--- src/rtl/alu_pkg.sv ---
// Shared types for the serial ALU: operation codes, FSM states and a counter-width helper.
package alu_pkg;

    typedef enum logic [1:0] {
        OP_NAND = 2'b00,
        OP_NOR  = 2'b01,
        OP_ADD  = 2'b10,
        OP_SUB  = 2'b11
    } op_t;

    typedef enum logic [1:0] {
        IDLE = 2'b00,
        RUN  = 2'b01,
        DONE = 2'b10
    } state_t;

    // Slice counter needs at least one bit even when a single slice covers the word.
    function automatic int cnt_width(input int n);
        return (n > 1) ? $clog2(n) : 1;
    endfunction

endpackage

--- src/rtl/alu_slice.sv ---
// Combinational SLICE-bit ALU cell: NAND/NOR/ADD/SUB with carry-in, carry-out and MSB carry-in.
module alu_slice
    import alu_pkg::*;
#(
    parameter int SLICE = 4
) (
    input  logic [SLICE-1:0] a_s,
    input  logic [SLICE-1:0] b_s,
    input  logic             cin,
    input  op_t              s_op,
    output logic [SLICE-1:0] z_s,
    output logic             cout,
    output logic             c_msb
);

    logic [SLICE-1:0] b_eff;
    logic [SLICE:0]   sum;

    always_comb begin
        b_eff = (s_op == OP_SUB) ? ~b_s : b_s;
        sum   = {1'b0, a_s} + {1'b0, b_eff} + {{SLICE{1'b0}}, cin};
        cout  = sum[SLICE];
        // The sum bit at the MSB is a ^ b ^ carry_in, so the carry into it falls out directly.
        c_msb = sum[SLICE-1] ^ a_s[SLICE-1] ^ b_eff[SLICE-1];
        case (s_op)
            OP_NAND: z_s = ~(a_s & b_s);
            OP_NOR:  z_s = ~(a_s | b_s);
            default: z_s = sum[SLICE-1:0];
        endcase
    end

endmodule

--- src/rtl/alu_serial.sv ---
// Multi-cycle ALU: evaluates WIDTH-bit operands SLICE bits per cycle, LSB slice first,
// with valid/ready handshakes on both sides and carry/overflow/zero status.
module alu_serial
    import alu_pkg::*;
#(
    parameter int WIDTH = 16,
    parameter int SLICE = 4
) (
    input  logic             clk,
    input  logic             rst_n,
    input  logic             in_valid,
    output logic             in_ready,
    input  logic [WIDTH-1:0] a,
    input  logic [WIDTH-1:0] b,
    input  logic             cin,
    input  logic [1:0]       s_op,
    output logic             out_valid,
    input  logic             out_ready,
    output logic [WIDTH-1:0] z,
    output logic             cout,
    output logic             ovf,
    output logic             zero
);

    localparam int N     = WIDTH / SLICE;
    localparam int CNT_W = cnt_width(N);
    localparam logic [CNT_W-1:0] LAST = CNT_W'(N - 1);

    state_t           state;
    state_t           state_nx;
    logic [CNT_W-1:0] cnt;
    logic [WIDTH-1:0] a_r;
    logic [WIDTH-1:0] b_r;
    op_t              op_r;
    logic             carry;

    logic [SLICE-1:0] a_sl;
    logic [SLICE-1:0] b_sl;
    logic [SLICE-1:0] z_sl;
    logic             sl_cout;
    logic             sl_cmsb;
    logic             accept;
    logic             last;

    assign accept    = in_valid && in_ready;
    assign last      = (cnt == LAST);
    assign in_ready  = (state == IDLE);
    assign out_valid = (state == DONE);
    assign zero      = (z == '0);

    assign a_sl = a_r[32'(cnt) * SLICE +: SLICE];
    assign b_sl = b_r[32'(cnt) * SLICE +: SLICE];

    alu_slice #(
        .SLICE (SLICE)
    ) u_slice (
        .a_s   (a_sl),
        .b_s   (b_sl),
        .cin   (carry),
        .s_op  (op_r),
        .z_s   (z_sl),
        .cout  (sl_cout),
        .c_msb (sl_cmsb)
    );

    always_comb begin
        state_nx = state;
        case (state)
            IDLE:    if (in_valid) state_nx = RUN;
            RUN:     if (last) state_nx = DONE;
            DONE:    if (out_ready) state_nx = IDLE;
            default: state_nx = IDLE;
        endcase
    end

    // Operands only feed the datapath, so they need no reset.
    always_ff @(posedge clk) begin
        if (accept) begin
            a_r  <= a;
            b_r  <= b;
            op_r <= op_t'(s_op);
        end
    end

    always_ff @(posedge clk or negedge rst_n) begin
        if (!rst_n) begin
            state <= IDLE;
            cnt   <= '0;
            carry <= 1'b0;
            z     <= '0;
            cout  <= 1'b0;
            ovf   <= 1'b0;
        end else begin
            state <= state_nx;
            case (state)
                IDLE: begin
                    if (in_valid) begin
                        carry <= cin;
                        cnt   <= '0;
                    end
                end
                RUN: begin
                    z[32'(cnt) * SLICE +: SLICE] <= z_sl;
                    carry <= sl_cout;
                    if (last) begin
                        // op_r[1] distinguishes ADD/SUB from the logic ops.
                        cout <= op_r[1] & sl_cout;
                        ovf  <= op_r[1] & (sl_cout ^ sl_cmsb);
                    end else begin
                        cnt <= cnt + 1'b1;
                    end
                end
                DONE: begin
                    if (out_ready) cnt <= '0;
                end
                default: ;
            endcase
        end
    end

endmodule

--- config.mk ---
export PLATFORM = sky130hd
export DESIGN_NAME = alu_serial
export DESIGN_NICKNAME = d
export VERILOG_FILES = /design/src/rtl/alu_pkg.sv /design/src/rtl/alu_slice.sv /design/src/rtl/alu_serial.sv
export SDC_FILE = /design/constraint.sdc
export NUM_CORES = 1
export LEC_CHECK = 0
export ABC_AREA = 1
export CAP_MARGIN = 20
export CORE_ASPECT_RATIO = 0.5
export CORE_UTILIZATION = 46
export DETAILED_ROUTE_END_ITERATION = 16
export PLACE_DENSITY = 0.85
export SYNTH_ARGS = -nofsm -noshare
export SYNTH_HDL_FRONTEND = slang
export SYNTH_SLANG_ARGS = --single-unit
export TNS_END_PERCENT = 1
--- constraint.sdc ---
create_clock -name clk -period 2.4 [get_ports clk]
set_input_delay 0.48 -clock clk [delete_from_list [all_inputs] [get_ports clk]]
set_output_delay 0.48 -clock clk [all_outputs]
set_load 0.02 [all_outputs]
==> results.txt <==
- Run status: finished with violations
- The final reports fail on negative setup slack.
- Critical Path, Cell by Cell: inv_4 > nand2_2 > nand3_2 > nand2_2 > xor2_2 > fa_2 > fa_2 > inv_2 > nor2_1 > o21ai_1 > nand2_1 > a21oi_4 > nand4_1 > nand2_1
- The tool flagged a number of max-cap violations equal to 0.
- The die covers 6560 um^2.
- Via count of the first global-routing pass: 2448
* Dominant combinational cell family by area after synthesis: simple AND/OR/NAND/NOR gates
- Detail Route Antenna Nets: 0
- Most frequent cell after synthesis: nand2_1
* Share of the synthesized area in the top cell type: 0.357
- The detailed router finished its first iteration with ~200 violations.
- Across the VDD grid, the largest voltage drop is roughly 0.00077 V.
- During synthesis, Yosys emitted a total of 0 warnings.
- Post-synthesis cell area: ~2900 um^2
- Clk sinks: 57
- Most common library cells after synthesis: nand2_1, nand3_1, edfxtp_1
* Endpoints failing setup: 1
- After the last flow step, the layout net total stands at between 400 and 500.
* Layout overhead on the synthesized area: 40.9%
* Most used DFF post-synth: edfxtp_1
- Post-Synthesis Mean Instance Area: 9.35 um^2
- After synthesis the netlist holds a flip-flop and latch count of 57.
- Parity-gate share of the synthesized area counting xor and xnor cells: 0.00919
- CTS H-tree depth: 3
- Summed over all instances, the cell type with the most area after synthesis is edfxtp_1.
- The setup path with the least slack is of type flip-flop to flip-flop.
* Worst clock skew on the final layout: 0.00614 ns
* Sum of net half-perimeters after detailed placement: about 5100 um
- Endpoint arrival time on the critical path: about 2.7 ns
* Worst hold path class: flip-flop to flip-flop
- Of the total synthesized cell area, the portion taken by AND, OR, NAND and NOR gates is 0.261.
* Final max-slew violation count: 0
* Cell at the slowest stage of the critical path: dfrtp_2
- Number of rows in the core area: 19
* Total inserted antenna cells: 0
- Hold timing on the final database bottoms out at a slack of slightly below 0.5 ns.
- Overall Global Routing Usage: 0.237
- The critical path contains buffers and inverters numbering 2 combined.
* EDFF count, synth: 34
- Entering global routing, the biggest net connects 35 pins.
* Number of standard cells in the layout, taps in and fillers out: 481
- Number of distinct library cells after synthesis: 30
* Drc violations: 0
- Setup repair after global routing could not meet its margin everywhere.
- In the final layout, the share of cells above drive strength 1 is 0.161.
* Cells after Synth: 306
- For this configuration, the core starts out at a cell density of 0.499.
- Critical Path Start Type: flip-flop
- Wire length per cell after detailed routing: roughly 15 um
- Of all nets on the critical path, the largest fanout is 5.
- met2 is the most crowded layer.
* Top delay family on crit path: adder cells
- Number of top-level design ports: 60
* M2 GR Usage: 0.384
* Reported leakage power: roughly 1.8 nW
- Post-CTS Hold Buffers: 0
* Kind of end point of the critical path: flip-flop
- Met3 track demand over resource in global routing: 0.0586
* Share of cell area taken by muxes after synthesis: 0
* Port bufs: between 50 and 60
* Maximum number of buffers from clock root to sink: 2
* Time the worst path needs with I/O delays and setup: 2.41 ns
* Area post-placement: 3650 um^2
- Avg Vias per Cell: around 5.1
* Core area: around 5700 um^2
- Counting the fill cells in the layout gives approximately 430.
- The setup check on the worst reg-to-reg path leaves a slack of -0.01 ns.
- Worst skew pair latency: about 0.34 ns
- Asr flop ratio synth: 0.404
- Global-route wire length before repair: between 10000 and 15000 um
- Count of endpoints failing hold in the final timing report: 0
- Detailed-routing iteration count for the pre-antenna-repair pass: 5
- Worst-Margin Slew: a little under 0.8 ns
* Sum of negative setup slack: -0.0149 ns
- Worst path max stage delay: around 0.45 ns
* Clock tree from TritonCTS: done
* Post-Syn Nets: roughly 360
- Setup slack on the critical path of the routed design comes to -0.0149 ns.
* Footprint of the multi-input gates: around 1100 um^2
- The compound-cell area share of the yosys netlist is 0.0521.
- For the worst setup path, the data required time is 2.67 ns.
- In the post-synthesis netlist, the biggest area contributors are edfxtp_1, dfrtp_1, nand2_1.
- Clock edge transition at the registers on the reported setup and hold paths: roughly 0.05 ns
- Number of buffers created by CTS: 9
- Max Clock Freq: 414 MHz
- Worst rel slew slack: 0.473
- Area used by sequential logic in the layout: 1600 um^2
* Final core utilization: 0.703
- OpenSTA, run right after detailed placement, puts the worst setup slack at -0.125 ns.
* Final Total Pwr: 6.16 mW
- Power density over cell area: 1530 nW/um^2
- Root Driver: clkbuf_16
- Of the synthesized area, sequential elements account for 0.558.
- Of the available clock period, the critical path in the final layout requires 1.01.
- Measured along the x axis, the die boundary spans 114 um.
* Final instance area: about 4000 um^2
- Cell count after placement: about 460
- For this block, the routed nets add up to between 7000 and 8000 um of wire.
* Number of vias in the routed layout: between 2k and 2.5k
* Weighted congestion reported at the end of routability-driven placement: slightly above 0.9
- In this run the vertical extent of the chip is 57.8 um.
- The number of antenna violations at the first check in global routing was 0.
* Adder-cell area share of the yosys netlist: 0.0534
* Global route total overflow: 0
- Met1 Use GR: 0.312
[registers in the layout, summed over array words and instances (netlist names)]
name,count
cout,1
b_r,16
carry,1
a_r,16
op_r,2
ovf,1
cnt,2
state,2
z,16
[metal layers]
layer  vias to the layer above  part of all wire
met5                         -                 0
met4                         0             0.025
met3                        15             0.052
met2                        81              0.47
met1                      1180              0.45
li1                       1199                 -
[final timing paths]
check,to,cells past startpoint,startpoint
setup / recovery,z[14],14,cnt[0]
hold / removal,ovf,2,ovf
setup reg to reg,z[14],14,cnt[0]
hold reg to reg,ovf,2,ovf
max in group asynchronous,cnt[0],2,rst_n
min in group asynchronous,state[0],2,rst_n
[tightest hold or removal path, delay by kind of cell (launching register included)]
| family | cells | cell delay, ns |
|---|---|---|
| flip-flops | 1 | 0.35 |
| AND/OR/NAND/NOR | 2 | 0.11 |
[placed cells by master, fill, tap and decap left out, types with 3 or more instances in the layout]
master,synthesis,layout
clkdlybuf4s50_1,0,58
nand4_1,6,6
nand2_1,103,99
a21oi_1,5,4
buf_4,1,21
nand2_2,2,6
o21ai_0,6,4
inv_6,0,3
edfxtp_1,34,34
clkbuf_16,0,9
o21ai_1,3,5
nand3_2,2,10
nand3_1,42,34
nor2_1,8,8
nor4_1,4,4
ha_1,9,9
o21bai_1,6,6
inv_1,31,30
dfrtp_1,23,22
[logic make-up (layout without fill, tap and decap cells)]
logic type	Yosys count	count (layout)
adders and majority gates	11	11
xor gates and xnor gates	3	3
and+or+nand+nor	170	170
DFF	57	57
buffers and inverters	41	132
AOI/OAI and AO/OA	24	24
[what timing repair did]
item                                   in CTS  in global routing
gates resized for setup                     8                 16
setup endpoints to repair                   8                 13
pin swaps                                   0                 10
endpoints found under the hold margin       0                  0
setup buffers                               0                  3
[area by class of cell]
class / count / share of cell area
Clock buffer: 9 / 0.0559
Clock inverter: 7 / 0.0134
Inverter: 34 / 0.0323
Multi-Input combinational cell: 208 / 0.285
Sequential cell: 57 / 0.397
Tap cell: 84 / 0.0261
Timing Repair Buffer: 82 / 0.191
[where the power goes]
part           leakage (nW)  internal, mW  switching (mW)
clock                 0.130         0.705           0.481
combinational          1.09          1.38            2.08
sequential            0.623          1.34           0.175
No activity file was read; power rests on OpenSTA's default activity.
==> patch, RTL diff (same settings) <==
The parameter `WIDTH` goes from 16 to 14.
--- a/src/rtl/alu_serial.sv
+++ b/src/rtl/alu_serial.sv
@@ -4,5 +4,5 @@
     import alu_pkg::*;
 #(
-    parameter int WIDTH = 16,
+    parameter int WIDTH = 14,
     parameter int SLICE = 4
 ) (
Ports: changed (resized a, b and z); port bits go from 60 to 54. No check against the original RTL was run, so the function may have changed too.
==> patch against the unedited design <==
The run still ends with setup timing left; critical path depth is the same; sequential cell count fell by 6; core utilization decreased by 4.4 points; cell area fell by 9.8%; area after synthesis is 7.3% lower; sequential share of layout area is 0.35 points lower; power is 14% lower; setup slack worse by 0.35 ns; global-route usage is 2.2 points lower; wire length is 19% lower; critical endpoint is now ovf$_DFFE_PN0P_; highest routed layer unchanged.
==> patch: results (changes against the unedited design) <==
| Metric | Value |
|---|---|
| Status | complete, but fails checks (unchanged) |
| Failing checks | setup timing (unchanged) |
| Final setup viols | 5 (was 1) |
| Vias | 2,165 (was 2,475) |
| P_seq | 1.37 mW (was 1.52 mW) |
| Hold Crit Class | reg2reg (unchanged) |
| Setup repair bufs after CTS | 4 (was 0) |
| Gr usage total | 0.215 (was 0.237) |
| Post-synth EDFFs | 30 (was 34) |
| Ys async rst share | 0.412 (was 0.404) |
| Clk_skew | 0.00804 ns (was 0.00614 ns) |
| PortBufs | 53 (was 59) |
| Drt wl/cell | 13.9 um (was 15.2 um) |
| Routed wire length | 5940 um (was 7300 um) |
| DR pass1 iterations | 7 (was 5) |
| Pin count of the biggest net entering global routing | 31 (was 35) |
| Psw | 2.30 mW (was 2.74 mW) |
| Dpl ws | -0.495 ns (was -0.125 ns) |
| Final HPWL DP | 4630 um (was 5110 um) |
| Routability cong. | 0.849 (was 0.923) |
| Post-Route Setup TNS | -0.512 ns (was -0.0149 ns) |
| Global-route wire length before repair | 10,100 um (was 11,600 um) |
| Synth cell count leaders | nand2_1, inv_1, edfxtp_1, dfrtp_1, nand3_1 (was nand2_1, nand3_1, edfxtp_1, inv_1, dfrtp_1) |
| CTS resizes | 6 (was 8) |
| Sequential share of power | 0.260 (was 0.246) |
| Synth area leaders | edfxtp_1, dfrtp_1, nand2_1, inv_1, ha_1 (was edfxtp_1, dfrtp_1, nand2_1, nand3_1, inv_1) |
| Layout cells sized above 1 | 0.211 (was 0.161) |
| Starting DRT DRC Count | 97 (was 204) |
| Worst slew margin | 0.439 (was 0.473) |
| CP arrival | 2.94 ns (was 2.68 ns) |
| Dpl cell area | 3430 um^2 (was 3650 um^2) |
| Syn avg cell area | 9.89 um^2 (was 9.35 um^2) |
| Comb. pwr | 3.22 mW (was 3.46 mW) |
| Maximum vdd drop | 754 uV (was 775 uV) |
| Register clock-pin slew on the reported worst setup and hold paths | 0.07 ns (was 0.05 ns) |
| Cts bufs inserted | 5 (was 9) |
| Syn. warnings | 0 (unchanged) |
| Crit-path max FO | 7 (was 5) |
| Leakage | 1.61 nW (was 1.84 nW) |
| Placed cell count | 416 (was 462) |
| Yosys cell types | 34 (was 30) |
| Worst skew pair latency | 0.29 ns (was 0.34 ns) |
| Final WS setup | -0.363 ns (was -0.0149 ns) |
| Final nets | 400 (was 442) |
| Crit-path max cell delay | 0.47 ns (was 0.45 ns) |
| Mapped Nets | 314 (was 356) |
| Max H-tree Level | 2 (was 3) |
-- patch: changes by cell type after synthesis, sizes merged, moves of 2 or more --
cell	before	now
a21oi	6	9
dfrtp	23	21
edfxtp	34	30
inv	33	37
nand2	105	76
nand3	44	23
nand4	6	2
nor2	9	16
nor3	1	3
o21ai	9	18
o21bai	6	1
xor2	3	5
-- patch: logic make-up (layout without fill, tap and decap cells) --
group / Yosys count / after routing / synth area share
flip-flops: 51 / 51 / 0.538
AO/OA/AOI/OAI: 33 / 33 / 0.0751
buffers and inverters: 42 / 129 / 0.0760
XOR/XNOR: 6 / 6 / 0.0255
adder cells (fa/ha/maj): 11 / 11 / 0.0576
AND/OR/NAND/NOR: 125 / 125 / 0.228
-- patch: layout make-up --
type                       count  area [um^2]
fill                         435         1880
sequential                    51         1430
multi-input combinational    175         1060
timing repair buffer          84          762
inverter                      37          149
clock buffer                   5          125
tap                           73         91.3
clock inverter                 3         20.0
-- patch: worst paths after layout --
kind / startpoint / to / slack (ns) / cells past startpoint
max: cnt[0]$_DFFE_PN0P_ / ovf$_DFFE_PN0P_ / -0.36 / 14
min: ovf$_DFFE_PN0P_ / ovf$_DFFE_PN0P_ / 0.49 / 2
max reg2reg: cnt[0]$_DFFE_PN0P_ / ovf$_DFFE_PN0P_ / -0.36 / 14
min reg2reg: ovf$_DFFE_PN0P_ / ovf$_DFFE_PN0P_ / 0.49 / 2
max in group asynchronous: rst_n / cnt[1]$_DFFE_PN0P_ / 1.63 / 2
min in group asynchronous: rst_n / z[8]$_DFFE_PN0P_ / 0.53 / 2
-- patch: metal layers --
metal / up-vias / track usage / routed length (um)
met5: - / 0 / 0
met2: 75 / 0.365 / 2990
li1: 1053 / - / -
met3: 10 / 0.0422 / 251
met4: 0 / 0.0705 / 97
met1: 1027 / 0.279 / 2600
